[src/rtl/dmem_access_unit.sv]
// Data-memory access unit: converts MEM-stage load/store requests into
// single word-wide bus transactions with byte enables, extends load data,
// stalls the pipeline while a transaction is outstanding, and rejects
// misaligned/illegal accesses or aborts on bus timeout.
module dmem_access_unit #(
    parameter int ADDR_WIDTH     = 32,
    parameter int TIMEOUT_CYCLES = 64
) (
    input  logic                  CLK,
    input  logic                  RST,
    input  logic                  MEM_READ,
    input  logic                  MEM_WRITE,
    input  logic [2:0]            FUNC3,
    input  logic [ADDR_WIDTH-1:0] ADDR,
    input  logic [31:0]           WRITE_DATA,
    output logic [31:0]           READ_DATA,
    output logic                  BUSY,
    output logic                  MISALIGN,
    output logic                  BUS_ERR,
    output logic                  DMEM_REQ,
    output logic                  DMEM_WE,
    output logic [3:0]            DMEM_BE,
    output logic [ADDR_WIDTH-1:0] DMEM_ADDR,
    output logic [31:0]           DMEM_WDATA,
    input  logic [31:0]           DMEM_RDATA,
    input  logic                  DMEM_ACK
);

    typedef enum logic [1:0] {
        ST_IDLE = 2'd0,
        ST_WAIT = 2'd1,
        ST_DONE = 2'd2
    } state_t;

    // Counter only needs to reach TIMEOUT_CYCLES-1; a width of 1 covers the disabled case.
    localparam int CNT_W = (TIMEOUT_CYCLES > 1) ? $clog2(TIMEOUT_CYCLES + 1) : 1;
    localparam logic [CNT_W-1:0] CNT_LAST = CNT_W'((TIMEOUT_CYCLES > 0) ? TIMEOUT_CYCLES - 1 : 0);

    state_t            state, state_nxt;
    logic [CNT_W-1:0]  wait_cnt;
    logic [2:0]        func3_q;
    logic [1:0]        lane_q;
    logic              bus_err_q;
    logic              access_req;
    logic              illegal;
    logic              start;
    logic              timeout_hit;
    logic [3:0]        be_nxt;
    logic [31:0]       wdata_nxt;

    // Pick the addressed byte/half out of the bus word and sign- or zero-extend it.
    function automatic logic [31:0] extend_load(input logic [31:0] word,
                                                input logic [2:0]  f3,
                                                input logic [1:0]  lane);
        logic [7:0]  b;
        logic [15:0] h;
        logic [31:0] r;
        case (lane)
            2'd0:    b = word[7:0];
            2'd1:    b = word[15:8];
            2'd2:    b = word[23:16];
            default: b = word[31:24];
        endcase
        h = lane[1] ? word[31:16] : word[15:0];
        case (f3)
            3'b000:  r = {{24{b[7]}}, b};
            3'b001:  r = {{16{h[15]}}, h};
            3'b100:  r = {24'b0, b};
            3'b101:  r = {16'b0, h};
            default: r = word;
        endcase
        return r;
    endfunction

    // Request decode: legality, lane placement of store data and byte enables.
    always_comb begin
        logic f3_bad;
        logic size_bad;
        access_req = MEM_READ | MEM_WRITE;
        if (MEM_WRITE) begin
            f3_bad = FUNC3[2] | (FUNC3[1:0] == 2'b11);
        end else begin
            f3_bad = (FUNC3 == 3'b011) || (FUNC3 == 3'b110) || (FUNC3 == 3'b111);
        end
        size_bad = ((FUNC3[1:0] == 2'b01) && ADDR[0]) ||
                   ((FUNC3[1:0] == 2'b10) && (ADDR[1:0] != 2'b00));
        illegal  = (MEM_READ & MEM_WRITE) | f3_bad | size_bad;
        start    = (state == ST_IDLE) && access_req && !illegal;

        be_nxt    = 4'b1111;
        wdata_nxt = WRITE_DATA;
        if (MEM_WRITE) begin
            case (FUNC3[1:0])
                2'b00: begin
                    be_nxt    = 4'b0001 << ADDR[1:0];
                    wdata_nxt = {4{WRITE_DATA[7:0]}};
                end
                2'b01: begin
                    be_nxt    = 4'b0011 << ADDR[1:0];
                    wdata_nxt = {2{WRITE_DATA[15:0]}};
                end
                default: begin
                    be_nxt    = 4'b1111;
                    wdata_nxt = WRITE_DATA;
                end
            endcase
        end

        // ACK on the final count takes priority over the abort.
        timeout_hit = (TIMEOUT_CYCLES != 0) && !DMEM_ACK && (wait_cnt == CNT_LAST);
    end

    // State register.
    always_ff @(posedge CLK) begin
        if (RST) state <= ST_IDLE;
        else     state <= state_nxt;
    end

    // Next-state and handshake outputs.
    always_comb begin
        state_nxt = state;
        BUSY      = 1'b0;
        MISALIGN  = 1'b0;
        DMEM_REQ  = 1'b0;
        BUS_ERR   = 1'b0;
        case (state)
            ST_IDLE: begin
                if (access_req && illegal) begin
                    MISALIGN = 1'b1;
                end else if (start) begin
                    BUSY      = 1'b1;
                    state_nxt = ST_WAIT;
                end
            end
            ST_WAIT: begin
                BUSY     = 1'b1;
                DMEM_REQ = 1'b1;
                if (DMEM_ACK || timeout_hit) state_nxt = ST_DONE;
            end
            ST_DONE: begin
                BUS_ERR   = bus_err_q;
                state_nxt = ST_IDLE;
            end
            default: state_nxt = ST_IDLE;
        endcase
    end

    // Transaction capture, timeout counting and load-result update.
    always_ff @(posedge CLK) begin
        if (RST) begin
            READ_DATA  <= '0;
            DMEM_WE    <= 1'b0;
            DMEM_BE    <= '0;
            DMEM_ADDR  <= '0;
            DMEM_WDATA <= '0;
            func3_q    <= '0;
            lane_q     <= '0;
            wait_cnt   <= '0;
            bus_err_q  <= 1'b0;
        end else begin
            case (state)
                ST_IDLE: begin
                    if (start) begin
                        DMEM_WE    <= MEM_WRITE;
                        DMEM_BE    <= be_nxt;
                        DMEM_ADDR  <= {ADDR[ADDR_WIDTH-1:2], 2'b00};
                        DMEM_WDATA <= wdata_nxt;
                        func3_q    <= FUNC3;
                        lane_q     <= ADDR[1:0];
                        wait_cnt   <= '0;
                        bus_err_q  <= 1'b0;
                    end
                end
                ST_WAIT: begin
                    if (DMEM_ACK) begin
                        if (!DMEM_WE) READ_DATA <= extend_load(DMEM_RDATA, func3_q, lane_q);
                    end else if (timeout_hit) begin
                        bus_err_q <= 1'b1;
                        if (!DMEM_WE) READ_DATA <= '0;
                    end else begin
                        wait_cnt <= wait_cnt + 1'b1;
                    end
                end
                default: bus_err_q <= 1'b0;
            endcase
        end
    end

endmodule
[config.mk]
export PLATFORM = sky130hd
export DESIGN_NAME = dmem_access_unit
export DESIGN_NICKNAME = d
export VERILOG_FILES = /design/src/rtl/dmem_access_unit.sv
export SDC_FILE = /design/constraint.sdc
export NUM_CORES = 1
export LEC_CHECK = 0
export BUFFER_PORTS_ARGS = -buffer_cell sky130_fd_sc_hd__buf_2
export CORE_UTILIZATION = 45
export CTS_BUF_LIST = sky130_fd_sc_hd__clkbuf_2 sky130_fd_sc_hd__clkbuf_4 sky130_fd_sc_hd__clkbuf_8
export DETAILED_ROUTE_END_ITERATION = 8
export GPL_ROUTABILITY_DRIVEN = 1
export PLACE_DENSITY = 0.83
export SYNTH_ARGS = -nofsm -noshare
export SYNTH_HDL_FRONTEND = slang
export SYNTH_SLANG_ARGS = --single-unit
[constraint.sdc]
create_clock -name CLK -period 1.7 [get_ports CLK]
set_input_delay 0.17 -clock CLK [delete_from_list [all_inputs] [get_ports CLK]]
set_output_delay 0.17 -clock CLK [all_outputs]
set_load 0.01 [all_outputs]
# --- Word-level counts from Yosys, hierarchy flattened ---
# Index checks and enable logic that the tools add are counted.
classes:
  n_reduce_logical: 24
  muxes: 31
  shift: 2
  n_bitwise: 5
  add_sub_neg: 1
  n_eq_ne: 22
ops:
  columns: ["operator", "count"]
  rows:
  - ["$mux 32", 5]
  - ["$pmux 32 s4", 1]
  - ["$pmux 32 s2", 1]
  - ["$pmux 8 s3", 1]
  - ["$mux 7", 3]
  - ["$mux 16", 1]
  - ["$ne 2x2->1 const B", 8]
  - ["$pmux 7 s2", 1]
  - ["$eq 3x3->1 const B", 4]
  - ["$mux 1", 10]
  - ["$eq 2x2->1 const B", 4]
  - ["$pmux 4 s2", 1]
  - ["$reduce_and 4->1", 2]
  - ["$add 7x1->7 const B", 1]
  - ["$eq 7x6->1 const B", 1]
  - ["$eq 2x1->1 const B", 3]
  - ["$logic_and 1x1->1", 6]
  - ["$logic_not 2->1", 3]
  - ["$mux 2", 3]
  - ["$reduce_and 3->1", 2]
  - ["$reduce_bool 2->1", 3]
  - ["$logic_or 1x1->1", 4]
  - ["$mux 4", 1]
  - ["$or 1x1->1", 4]
  - ["other kinds (10)", 12]
word_totals:
  reg_bits: 114
  in_bits: 104
  output_inout_bits: 105
  word_cells: 95

# --- Depth between registers and ports, before layout ---
# Gate-level depths: netlist (run 1).
depth:
  word_depth: 11
  mapped_depth: 8
  depth_no_buf: 5

# --- Worst setup path after synthesis (run 1) ---
# OpenSTA, ideal clock, no wires.
synth_timing:
  kind: "register to register"
  start: "register wait_cnt[0]"
  end: "register READ_DATA[0]"
  path_slack_ns: -0.022
  required_time_ns: 1.579
  setup_time_ns: 0.121
  stages_incl_launch_ff: 7
  period_less_slack_ns: 1.722
  t_arrival_ns: 1.601
  path_cell_list: "dfxtp_1 -> ha_1 -> nand3_1 -> o21bai_1 -> and2_1 -> clkbuf_1 -> mux2_2"
synth_via:
  elab_chain_len: 4
  elab_cells_between_ends: 5
synth_rtl:
  columns: ["element", "line", "text"]
  rows:
  - ["start: declaration", "40", "logic [CNT_W-1:0] wait_cnt;"]
  - ["start signal: assignment", "181", "wait_cnt <= wait_cnt + 1'b1;"]
  - ["$eq 7x6->1 (*)", "110", "timeout_hit = (TIMEOUT_CYCLES != 0) && !DMEM_ACK && (wait_cnt == CNT_LAST);"]
  - ["$logic_and 1x1->1 (*)", "110", null]
  - ["$ne 2x2->1 (no line) / $reduce_bool 2->1 (equally long branches)", null, null]
  - ["$reduce_and 4->1 (no line) (*)", null, null]
  - ["end signal: assignment", "176", "if (!DMEM_WE) READ_DATA <= extend_load(DMEM_RDATA, func3_q, lane_q);"]
  - ["end: declaration", "16", "output logic [31:0] READ_DATA,"]
# Mark *: on every way between the ends. The rest lies on a longest branch, timed or not.
# A chain may end at the register's enable or synchronous reset.

# --- Final worst setup path (run 1) ---
layout_timing:
  start: "register state[1]"
  end: "output MISALIGN"
layout_via:
  elab_chain_len: 2
layout_rtl:
  columns: ["element", "line", "text"]
  rows:
  - ["start: declaration", "39", "state_t state, state_nxt;"]
  - ["start signal: assignment", "116", "else state <= state_nxt;"]
  - ["$logic_not 2->1", "126", "case (state)"]
  - ["$mux 1", "126", null]
  - ["end: declaration", "18", "output logic MISALIGN,"]
# No other way between the ends.

==> results of run 1 <==
## final timing paths
path | cells past startpoint | to
setup reg to reg | 4 | READ_DATA[5]
hold reg to reg | 2 | wait_cnt[6]
setup / recovery | 7 | MISALIGN
hold / removal | 3 | DMEM_WDATA[2]
## power by group
group          switching [W]  leakage [nW]  internal [W]
Sequential         0.0000742         0.928       0.00280
Combinational       0.000692          2.39      0.000613
Clock                0.00112         0.206       0.00139
Total                0.00188          3.52       0.00480
## metal layers
metal / global-route usage / share of wire / vias to the layer above
met4: 0.154 / 0.037 / 0
met1: 0.340 / 0.40 / 2798
met5: 0 / 0 / -
met3: 0.0747 / 0.081 / 59
met2: 0.496 / 0.48 / 333
li1: - / - / 2711
## layout by cell type (no fill, tap or decap), types with 4 or more instances in the layout
cell	n
nand2_1	25
nand2b_1	6
clkinv_2	7
nor2_1	12
and2_1	4
dlygate4sd3_1	57
buf_2	205
nor3_1	8
buf_4	45
o22ai_1	6
mux2_2	15
mux2i_1	11
o21ai_0	62
o221ai_1	5
clkbuf_8	19
nand3_1	44
dfxtp_1	111
nor2b_1	8
a21boi_0	5
inv_1	7
buf_12	6
and3_1	4
a221o_1	16
buf_6	4
nor4b_2	5
a311oi_1	11
xor2_1	4
nor4b_1	9
a211o_1	14
a21oi_1	67
o2bb2ai_1	10
## layout make-up
class / count / area, um^2 / share of cell area
clock buffer: 21 / 277 / 0.0358
clock inverter: 11 / 111 / 0.0144
tap: 140 / 175 / 0.0227
sequential: 114 / 2290 / 0.296
multi-input combinational: 398 / 2720 / 0.352
inverter: 7 / 26.3 / 0.00340
timing repair buffer: 318 / 2130 / 0.276
## registers in the layout (all words and copies together) (netlist names)
register	cells
READ_DATA	32
lane_q	2
DMEM_WDATA	32
wait_cnt	7
state	2
bus_err_q	1
DMEM_ADDR	30
DMEM_BE	4
func3_q	3
DMEM_WE	1
## kinds of logic after synthesis
logic type | share of synthesized area
fa+ha+maj | 0.00241
other cells | 0.000724
buf+inv | 0.0584
compound gates | 0.274
xor+xnor | 0.00676
flops | 0.440
simple gates | 0.157
mux | 0.0601
## worst max-delay path: cells and delay by family (launching register included)
| kind | cells | cell delay [ps] |
|---|---|---|
| simple gates | 2 | 200 |
| compound gates | 1 | 60 |
| flops | 1 | 330 |
| buf+inv | 4 | 490 |
## per-stage QoR
step | power [W] | setup slack [ps]
3_5_place_dp | 0.00399 | -123
2_1_floorplan | 0.00351 | 30.9
5_1_grt | 0.00694 | -52.5
3_3_place_gp | 0.00395 | -65.9
4_1_cts | 0.00662 | -99.8
6_report | 0.00669 | 6.03
## what timing repair did
action,CTS,global route
pin swaps,0,4
buffers inserted,1,13
setup endpoints to repair,25,34
gates resized for setup,11,21
endpoints found under the hold margin,57,0
hold buffers,57,0
cloned,1,0
==> metrics.md, run 1 <==
| Metric | Value |
|---|---|
| Share of layout cells above drive strength 1 | 0.390 |
| Max Clock Freq | 0.590 GHz |
| Flop-to-flop setup slack | 50 ps |
| Post-synth top flop | dfxtp_1 |
| CTS buffer count | 17 |
| Die height | 109 um |
| Synth top area cells | dfxtp_1 44%, a21oi_1 6.6%, o21ai_0 6.1%, nand3_1 4.3%, mux2_2 3.3% |
| Share of synthesized registers carrying an async set or reset | 0 |
| Via count of the routed design | 5,901 |
| Pwr dens | 865 nW/um^2 |
| Skew-Pair Late Insertion Delay | 440 ps |
| Leading area contributor after synthesis | dfxtp_1 |
| Hold_sp | WRITE_DATA[2] |
| Fin crit share | 0.996 |
| Leakage | 3.52 nW |
| Critical Path, Cell by Cell | buf_6 > nor2_4 > buf_6 > o21ai_4 > buf_12 > nor2_4 > buf_6 |
| # clock sinks | 114 |
| Worst Path Arrival | 1520 ps |
| CTS Buffer Depth | 2 |
| Initial DRT Pass Iterations | 8 |
| Syn_area_per_cell | 8.98 um^2 |
| Drt wl/cell | 17.8 um |
| Design area | 7730 um^2 |
| Syn Inst Count | 577 |
| H-tree levels | 4 |
| # diodes | 0 |
| GRT Total Usage | 0.293 |
| Num rows | 38 |
| Post-synth top cells | 114 x dfxtp_1, 68 x a21oi_1, 63 x o21ai_0 |
| CP Class | reg -> out |
| Most frequent CP cell | buf_6 |
| WHS | 26.7 ps |
| Total gr overflow | 0 |
| Number of synthesized register bits | 114 |
| Area share of the largest cell type after synthesis | 0.440 |
| Via density | 5.85 |
| Fin cells | 1,009 |
| Cell with the most instances after synthesis | dfxtp_1 |
| Distinct cells, synth | 55 |
| WL final | 17.9 mm |
| Setup TNS | 0 ps |
| Crit-path max FO | 8 |
| Skew final | 11.5 ps |
| Setup violations, final | 0 |
| Status | finished, final reports clean |
| Max stage delay on crit path | 330 ps |
| Number of max-cap violations | 0 |
| Critical path's slowest cell | dfxtp_2 |
| CP required | 1530 ps |
| Hold Fails Final Rpt | 0 |
| Worst R2R Start | lane_q[0] |
| Critical Path Start | state[1] |
| Die ar. | 11,900 um^2 |
| First-pass GRT wire length | 27.1 mm |
| Synth Cell Area | 5180 um^2 |
| # IOs | 209 |
| VDD IR max | 0.000663 V |
| Port Buffers | 206 |
| Core ar. | 11,000 um^2 |
| Initial Util | 0.470 |
| Relative slew slack | 0.476 |
| GPL Wtd Cong | 0.875 |
| Startpoint Class | flip-flop |
| Crit path capture type | output pin |
| Initial antenna violation count | 0 |
| Final Critical Period | 1690 ps |
| Fillers | 792 |
| Clock root buffer | clkbuf_8 |
| CTS tree | yes |
| Placed instance area | 6490 um^2 |
| Vias in the first global route | 5,731 |
| Post-layout net count | 961 |
| Worst Max-Slew Pin Slew | 787 ps |
| Chip width | 109 um |
| Synth-to-layout area growth | 49.2% |
| Post-layout util | 0.701 |
| Dpl cells | 905 |
| RSZ-0062 raised after global routing | yes |
| Hpwl dp | 11.3 mm |
| Worst Hold Class | in -> reg |
| Initial DRC count | 468 |
| Pin count of the biggest net entering global routing | 43 |
| Sequential fraction of the synthesis area | 0.440 |
| DRC viols | 0 |
| Syn. warnings | 0 |
| Slew Limit Fails | 0 |
| Antenna viol nets, final | 0 |
| Clk slew on worst S/H paths | 70 ps |
| EDFF count, synth | 0 |
Note: power is estimated with default switching activity, not from simulation.
==> inputs of run 2 (changes only) <==
Settings changed: ABC_AREA set to 1, CORE_UTILIZATION 45 to 47, PLACE_DENSITY 0.83 to 0.84.
==> run 2 against run 1 <==
Against the previous run:
- hold slack improved by 6.3 ps
- synthesized area increased by 12%
- global-route usage decreased by 0.48 points
- largest power group unchanged
- critical endpoint is now BUSY
- die area increased by 7.6%
- non-clock buffer count decreased by 45
- via count increased by 15%
==> metrics.md, run 2 <==
| Metric | Value |
|---|---|
| GRT Total Usage | 0.288 (-0.00485) |
| Fin crit share | 0.951 (-0.0455) |
| Status | finished, final reports clean |
| Skew-Pair Late Insertion Delay | 440 ps (about the same) |
| Share of layout cells above drive strength 1 | 0.272 (-0.118) |
| Critical path's slowest cell | dfxtp_4 |
| Synth Cell Area | 5830 um^2 (+12%) |
| Setup violations, final | 0 (unchanged) |
| Num rows | 40 (+5.3%) |
| Initial antenna violation count | 0 (unchanged) |
| CP Class | reg -> out |
| Most frequent cells in the layout | 358 x nand2_1, 206 x buf_2, 116 x a21oi_1, 108 x dfxtp_1, 68 x nor2_1 |
| Die ar. | 12,900 um^2 (+7.6%) |
| CTS tree | yes |
| Area share of the largest cell type after synthesis | 0.392 (-0.0489) |
| Initial DRC count | 690 (+47%) |
| Post-synth top flop | dfxtp_1 |
| Chip width | 113 um (+3.7%) |
| Sequential fraction of the synthesis area | 0.392 (-0.0489) |
| Initial Util | 0.483 (+0.0135) |
| DRC viols | 0 (unchanged) |
| Via count of the routed design | 6,780 (+15%) |
| Syn. warnings | 0 (unchanged) |
| CTS buffer count | 17 (unchanged) |
| Syn Inst Count | 911 (+58%) |
| Dpl cells | 1,253 (+38%) |
| Place WS | 99.2 ps (+223 ps) |
| Pwr dens | 890 nW/um^2 (+2.9%) |
| Share of synthesized registers carrying an async set or reset | 0 (unchanged) |
| Number of synthesized register bits | 114 (unchanged) |
| Setup TNS | 0 ps (unchanged) |
| Hold Fails Final Rpt | 0 (unchanged) |
| Leading area contributor after synthesis | dfxtp_1 |
| Number of max-cap violations | 0 (unchanged) |
| Die height | 113 um (+3.7%) |
| Startpoint Class | flip-flop |
| Via density | 5.11 (-13%) |
| Worst Path Arrival | 1450 ps (-70 ps) |
| Pin count of the biggest net entering global routing | 73 (+70%) |
| Critical Path, Cell by Cell | nor2_4 > o21ai_2 > inv_2 > nand3_4 > buf_12 > nand2_1 > buf_2 |
| # IOs | 209 (unchanged) |
| VDD IR max | 0.000695 V (+4.8%) |
| Commonest non-fill, non-tap cell in the layout | nand2_1 |
| Distinct cells, synth | 32 (-42%) |
| First-pass GRT wire length | 29.3 mm (+7.9%) |
| Leakage | 4.02 nW (+14%) |
| EDFF count, synth | 0 (unchanged) |
| Overall Power | 0.00713 W (+6.6%) |
| Fin worst setup slack | 83.3 ps (+77.3 ps) |
| Synth top area cells | dfxtp_1 39%, nand2_1 23%, a21oi_1 10%, nand3_1 4.9%, nor2_1 4.4% |
| Antenna viol nets, final | 0 (unchanged) |
| Worst Hold Class | in -> reg |
| Syn_area_per_cell | 6.40 um^2 (-29%) |
| # diodes | 0 (unchanged) |
| Clock root buffer | clkbuf_8 |
| Initial DRT Pass Iterations | 5 (-3) |
| CP required | 1530 ps (about the same) |
| Fin cells | 1,328 (+32%) |
| Skew final | 12.8 ps (+1.33 ps) |
| GPL Wtd Cong | 0.895 (+2.3%) |
| Largest registers | DMEM_WDATA (32), READ_DATA (32), DMEM_ADDR (30) |
| # clock sinks | 114 (unchanged) |
| H-tree levels | 4 (unchanged) |
| Max stage delay on crit path | 360 ps (+30 ps) |
| Port Buffers | 206 (unchanged) |
| Post-layout util | 0.664 (-0.0372) |
| WL final | 18.9 mm (+5.3%) |
| Synth-to-layout area growth | 37.3% |
| Max Clock Freq | 0.619 GHz (+4.8%) |
| Clk slew on worst S/H paths | 70 ps (about the same) |
| Final Critical Period | 1620 ps (-77.3 ps) |
| Crit path capture type | output pin |
| Slew Limit Fails | 0 (unchanged) |
| CTS Buffer Depth | 2 (unchanged) |
| Total gr overflow | 0 (unchanged) |
| Post-layout net count | 1,252 (+30%) |
| Drt wl/cell | 14.2 um (-20%) |
| Crit-path max FO | 5 (-3) |
| Hpwl dp | 11.9 mm (+6.0%) |
| Core ar. | 12,100 um^2 (+9.3%) |
| Cell with the most instances after synthesis | nand2_1 |
| CP bufs+invs | 3 (-1) |
| Fillers | 1,053 (+33%) |
| Cell family with most CP delay | flip-flops |
| Post-synth top cells | 360 x nand2_1, 118 x a21oi_1, 114 x dfxtp_1 |
| Vias in the first global route | 6,125 (+6.9%) |
run 2: cell count changes after synthesis, moves of 14 or more:
| cell | previous run | this run |
|---|---|---|
| mux2_2 | 15 | 0 |
| nor4b_1 | 14 | 0 |
| nand2_1 | 25 | 360 |
| inv_1 | 7 | 54 |
| a221o_1 | 16 | 0 |
| nor2_1 | 14 | 69 |
| o21ai_0 | 63 | 33 |
| a21oi_1 | 68 | 118 |
| a211o_1 | 14 | 0 |
run 2: per-layer routing:
layer  up-vias  GRT usage  share of wire
met2       353      0.501           0.48
met5         -          0              0
met1      3001      0.333           0.40
li1       3366          -              -
met3        60     0.0786          0.089
met4         0      0.125          0.033
run 2: kinds of logic after synthesis:
group                    Yosys count  synth area share
adder cells (fa/ha/maj)            1           0.00215
XOR/XNOR                           3           0.00451
AO/OA/AOI/OAI                    169             0.153
AND/OR/NAND/NOR                  506             0.352
flip-flops                       114             0.392
buffers and inverters            117            0.0964
other                              1          0.000643
run 2: worst paths after layout:
| check | end | slack (ps) | startpoint | depth (start not counted) |
|---|---|---|---|---|
| worst min register to register | DMEM_WDATA[8] | 460 | DMEM_WDATA[8] | 2 |
| worst min-delay path | DMEM_WDATA[4] | 30 | WRITE_DATA[4] | 3 |
| worst max-delay path | BUSY | 80 | state[0] | 7 |
| worst max register to register | READ_DATA[22] | 90 | wait_cnt[0] | 9 |
run 2: final cells by class:
| type | count | area, um^2 | share of cell area |
|---|---|---|---|
| clock inverters | 14 | 180 | 0.0225 |
| well taps | 168 | 210 | 0.0263 |
| inverters | 60 | 233 | 0.0291 |
| multi-input cells | 681 | 3030 | 0.378 |
| clock buffers | 18 | 241 | 0.0302 |
| repair buffers | 273 | 1820 | 0.227 |
| flip-flops and latches | 114 | 2290 | 0.286 |
run 2: per-stage QoR:
stage               area [um^2]  hold WS [ps]
floorplan                  5830           313
finish                     8000          33.0
detailed placement         7040           423
global placement           7040           418
global route               8000          19.3
CTS                        7840          6.36
run 2: timing repair:
item	CTS	global route
gates cloned	1	3
gates resized for setup	5	15
pin swaps	1	3
buffers inserted	1	5
hold endpoints to repair	33	0
hold buffers	33	0
setup endpoints to repair	1	10
run 2: power breakdown:
part	switching (W)	leakage, nW	internal [W]
Combinational	0.000889	2.88	0.000619
Clock	0.00122	0.208	0.00149
Sequential	0.0000881	0.931	0.00282
run 2: worst min-delay path, stage by stage:
cell and delay, ps:
buf_2 130, nand2_1 70, a21oi_1 50
==> inputs of run 3 (changes only) <==
Settings changed: PLACE_DENSITY 0.84 to 0.88.
==> run 3 against run 2 <==
Against the previous run:
- setup slack got worse by 9.7 ps
- die area unchanged
- first-iteration DRC count increased by 16%
- total power decreased by 0.62%
- clock power decreased by 2%
- critical path type unchanged
- largest power group unchanged
- highest routed layer unchanged
==> metrics.md, run 3 (synthesis gave the netlist of run 2 again) <==
| Metric | Value |
|---|---|
| Worst Path Arrival | 1460 ps (about the same) |
| Share of layout cells above drive strength 1 | 0.269 (-0.00312) |
| WL final | 19.8 mm (+5.0%) |
| Relative slew slack | 0.633 |
| Crit path capture type | output pin |
| Hpwl dp | 12.2 mm (+2.0%) |
| Startpoint Class | flip-flop |
| Skew-Pair Late Insertion Delay | 450 ps (about the same) |
| H-tree levels | 4 (unchanged) |
| Chip width | 113 um (unchanged) |
| GRT Total Usage | 0.305 (+0.0166) |
| Worst R2R End | READ_DATA[20] |
| Final Critical Period | 1630 ps (+9.69 ps) |
| Flop pwr share | 0.411 (+0.004) |
| Status | finished, final reports clean |
| Antenna viol nets, final | 0 (unchanged) |
| Clock root buffer | clkbuf_8 |
| CP Class | reg -> out |
| DRC viols | 0 (unchanged) |
| Pin count of the biggest net entering global routing | 64 (-12%) |
| Pwr dens | 887 nW/um^2 (-0.34%) |
| CP bufs+invs | 2 (-1) |
| Worst hold endpoint | DMEM_WDATA[6] |
| # IOs | 209 (unchanged) |
| Initial Util | 0.483 (unchanged) |
| Post-layout util | 0.662 (-0.00187) |
| Hold Fails Final Rpt | 0 (unchanged) |
| Leakage | 4.00 nW (-0.52%) |
| Clk slew on worst S/H paths | 70 ps (about the same) |
| Num rows | 40 (unchanged) |
| Worst Hold Class | in -> reg |
| P_int | 0.00482 W (-2.1%) |
| Port Buffers | 206 (unchanged) |
| Die height | 113 um (unchanged) |
| CP required | 1530 ps (about the same) |
| Drt wl/cell | 14.9 um (+4.5%) |
| Most frequent cells in the layout | 357 x nand2_1, 206 x buf_2, 117 x a21oi_1, 110 x dfxtp_1, 68 x nor2_1 |
| GPL Wtd Cong | 0.902 (+0.71%) |
| Combinational power share | 0.214 (+0.002) |
| Cell family with most CP delay | flip-flops |
| CTS Buffer Depth | 2 (unchanged) |
| R2R depth | 10 (+1) |
| WHS | 38.5 ps (+5.55 ps) |
| Worst R2R Start | wait_cnt[0] |
| Core ar. | 12,100 um^2 (unchanged) |
| Total gr overflow | 0 (unchanged) |
| Max Clock Freq | 0.615 GHz (-0.60%) |
| Via count of the routed design | 6,928 (+2.2%) |
| Largest registers | DMEM_WDATA (32), READ_DATA (32), DMEM_ADDR (30) |
| Critical path's slowest cell | dfxtp_2 |
| Switching Fraction | 0.319 (+0.0102) |
| Hold_sp | WRITE_DATA[6] |
| VDD IR max | 0.000639 V (-8.0%) |
| Initial DRT Pass Iterations | 7 (+2) |
| Skew final | 11.5 ps (-1.35 ps) |
| Commonest non-fill, non-tap cell in the layout | nand2_1 |
| CTS buffer count | 17 (unchanged) |
| Clock power share | 0.375 (-0.006) |
| First-pass GRT wire length | 30.8 mm (+5.1%) |
| Post-layout net count | 1,258 (+0.48%) |
| Initial antenna violation count | 0 (unchanged) |
| Slew Limit Fails | 0 (unchanged) |
| Worst Max-Slew Pin Slew | 548 ps |
| Vias in the first global route | 6,402 (+4.5%) |
| # diodes | 0 (unchanged) |
| Flop-to-flop setup slack | 100 ps (about the same) |
| Hold Crit Depth | 3 (unchanged) |
| Psw | 0.00226 W (+2.6%) |
| Critical Path, Cell by Cell | nor2_2 > o21ai_0 > inv_1 > nand3_4 > nand2_2 > buf_2 |
| CTS tree | yes |
| Via density | 5.19 (+1.7%) |
| Max stage delay on crit path | 350 ps (about the same) |
| Fin crit share | 0.957 (+0.00570) |
| Crit-path max FO | 3 (-2) |
| Setup violations, final | 0 (unchanged) |
| Synth-to-layout area growth | 36.9% |
| Number of max-cap violations | 0 (unchanged) |
| Overall Power | 0.00708 W (-0.62%) |
| Die ar. | 12,900 um^2 (unchanged) |
| # clock sinks | 114 (unchanged) |
| Setup TNS | 0 ps (unchanged) |
| Initial DRC count | 797 (+16%) |
==> run 3: power by group through the flow <==
stage,logic (W),registers [W],clock network (W)
2_1_floorplan,0.000800,0.00301,0
3_3_place_gp,0.00133,0.00295,0
3_5_place_dp,0.00134,0.00295,0
4_1_cts,0.00143,0.00290,0.00266
5_1_grt,0.00167,0.00292,0.00282
6_report,0.00151,0.00291,0.00266
==> run 3: final cells by class <==
cell class / instances / area [um^2]
inverters: 60 / 240
well taps: 168 / 210
repair buffers: 279 / 1810
fillers: 1024 / 4080
multi-input cells: 681 / 3030
clock inverters: 13 / 149
flip-flops and latches: 114 / 2290
clock buffers: 19 / 262
==> run 3: worst max path at each step <==
stage	start	to	cells after the start
6_report	state[1]	BUSY	6
3_3_place_gp	FUNC3[1]	DMEM_WDATA[20]	9
2_1_floorplan	wait_cnt[0]	READ_DATA[10]	10
5_1_grt	state[1]	BUSY	6
3_5_place_dp	wait_cnt[0]	READ_DATA[3]	10
4_1_cts	wait_cnt[0]	READ_DATA[3]	10
==> run 3: routing by layer <==
layer / routed length, um / vias up / GRT usage / part of all wire
met4: 735 / 0 / 0.147 / 0.037
met3: 1970 / 66 / 0.0893 / 0.099
met2: 9590 / 433 / 0.521 / 0.48
met5: 0 / - / 0 / 0
li1: - / 3377 / - / -
met1: 7550 / 3052 / 0.350 / 0.38
==> run 3: what timing repair did <==
item                       4_1_cts  5_1_grt
setup endpoints to repair        2       76
buffers inserted                 2        3
pin swaps                        0        4
cloned                           0        2
hold endpoints to repair        37        0
hold buffers                    37        0
resized for setup                2       16
==> run 3: metrics by stage <==
step	cell area, um^2	cells	setup WS [ps]
3_3_place_gp	7040	1258	70.7
3_5_place_dp	7040	1258	38.1
6_report	7980	1334	73.6
2_1_floorplan	5830	912	199
4_1_cts	7840	1329	-12.8
5_1_grt	7980	1334	-36.9
==> run 3: worst reg2reg max path, cell delays in order (launching register included) <==
cell	delay [ps]
dfxtp_2	380
ha_4	150
nand2_2	70
inv_2	70
nand3_2	90
nand2_2	120
nand2_2	80
nor2_4	190
buf_12	150
buf_12	120
a21oi_1	60
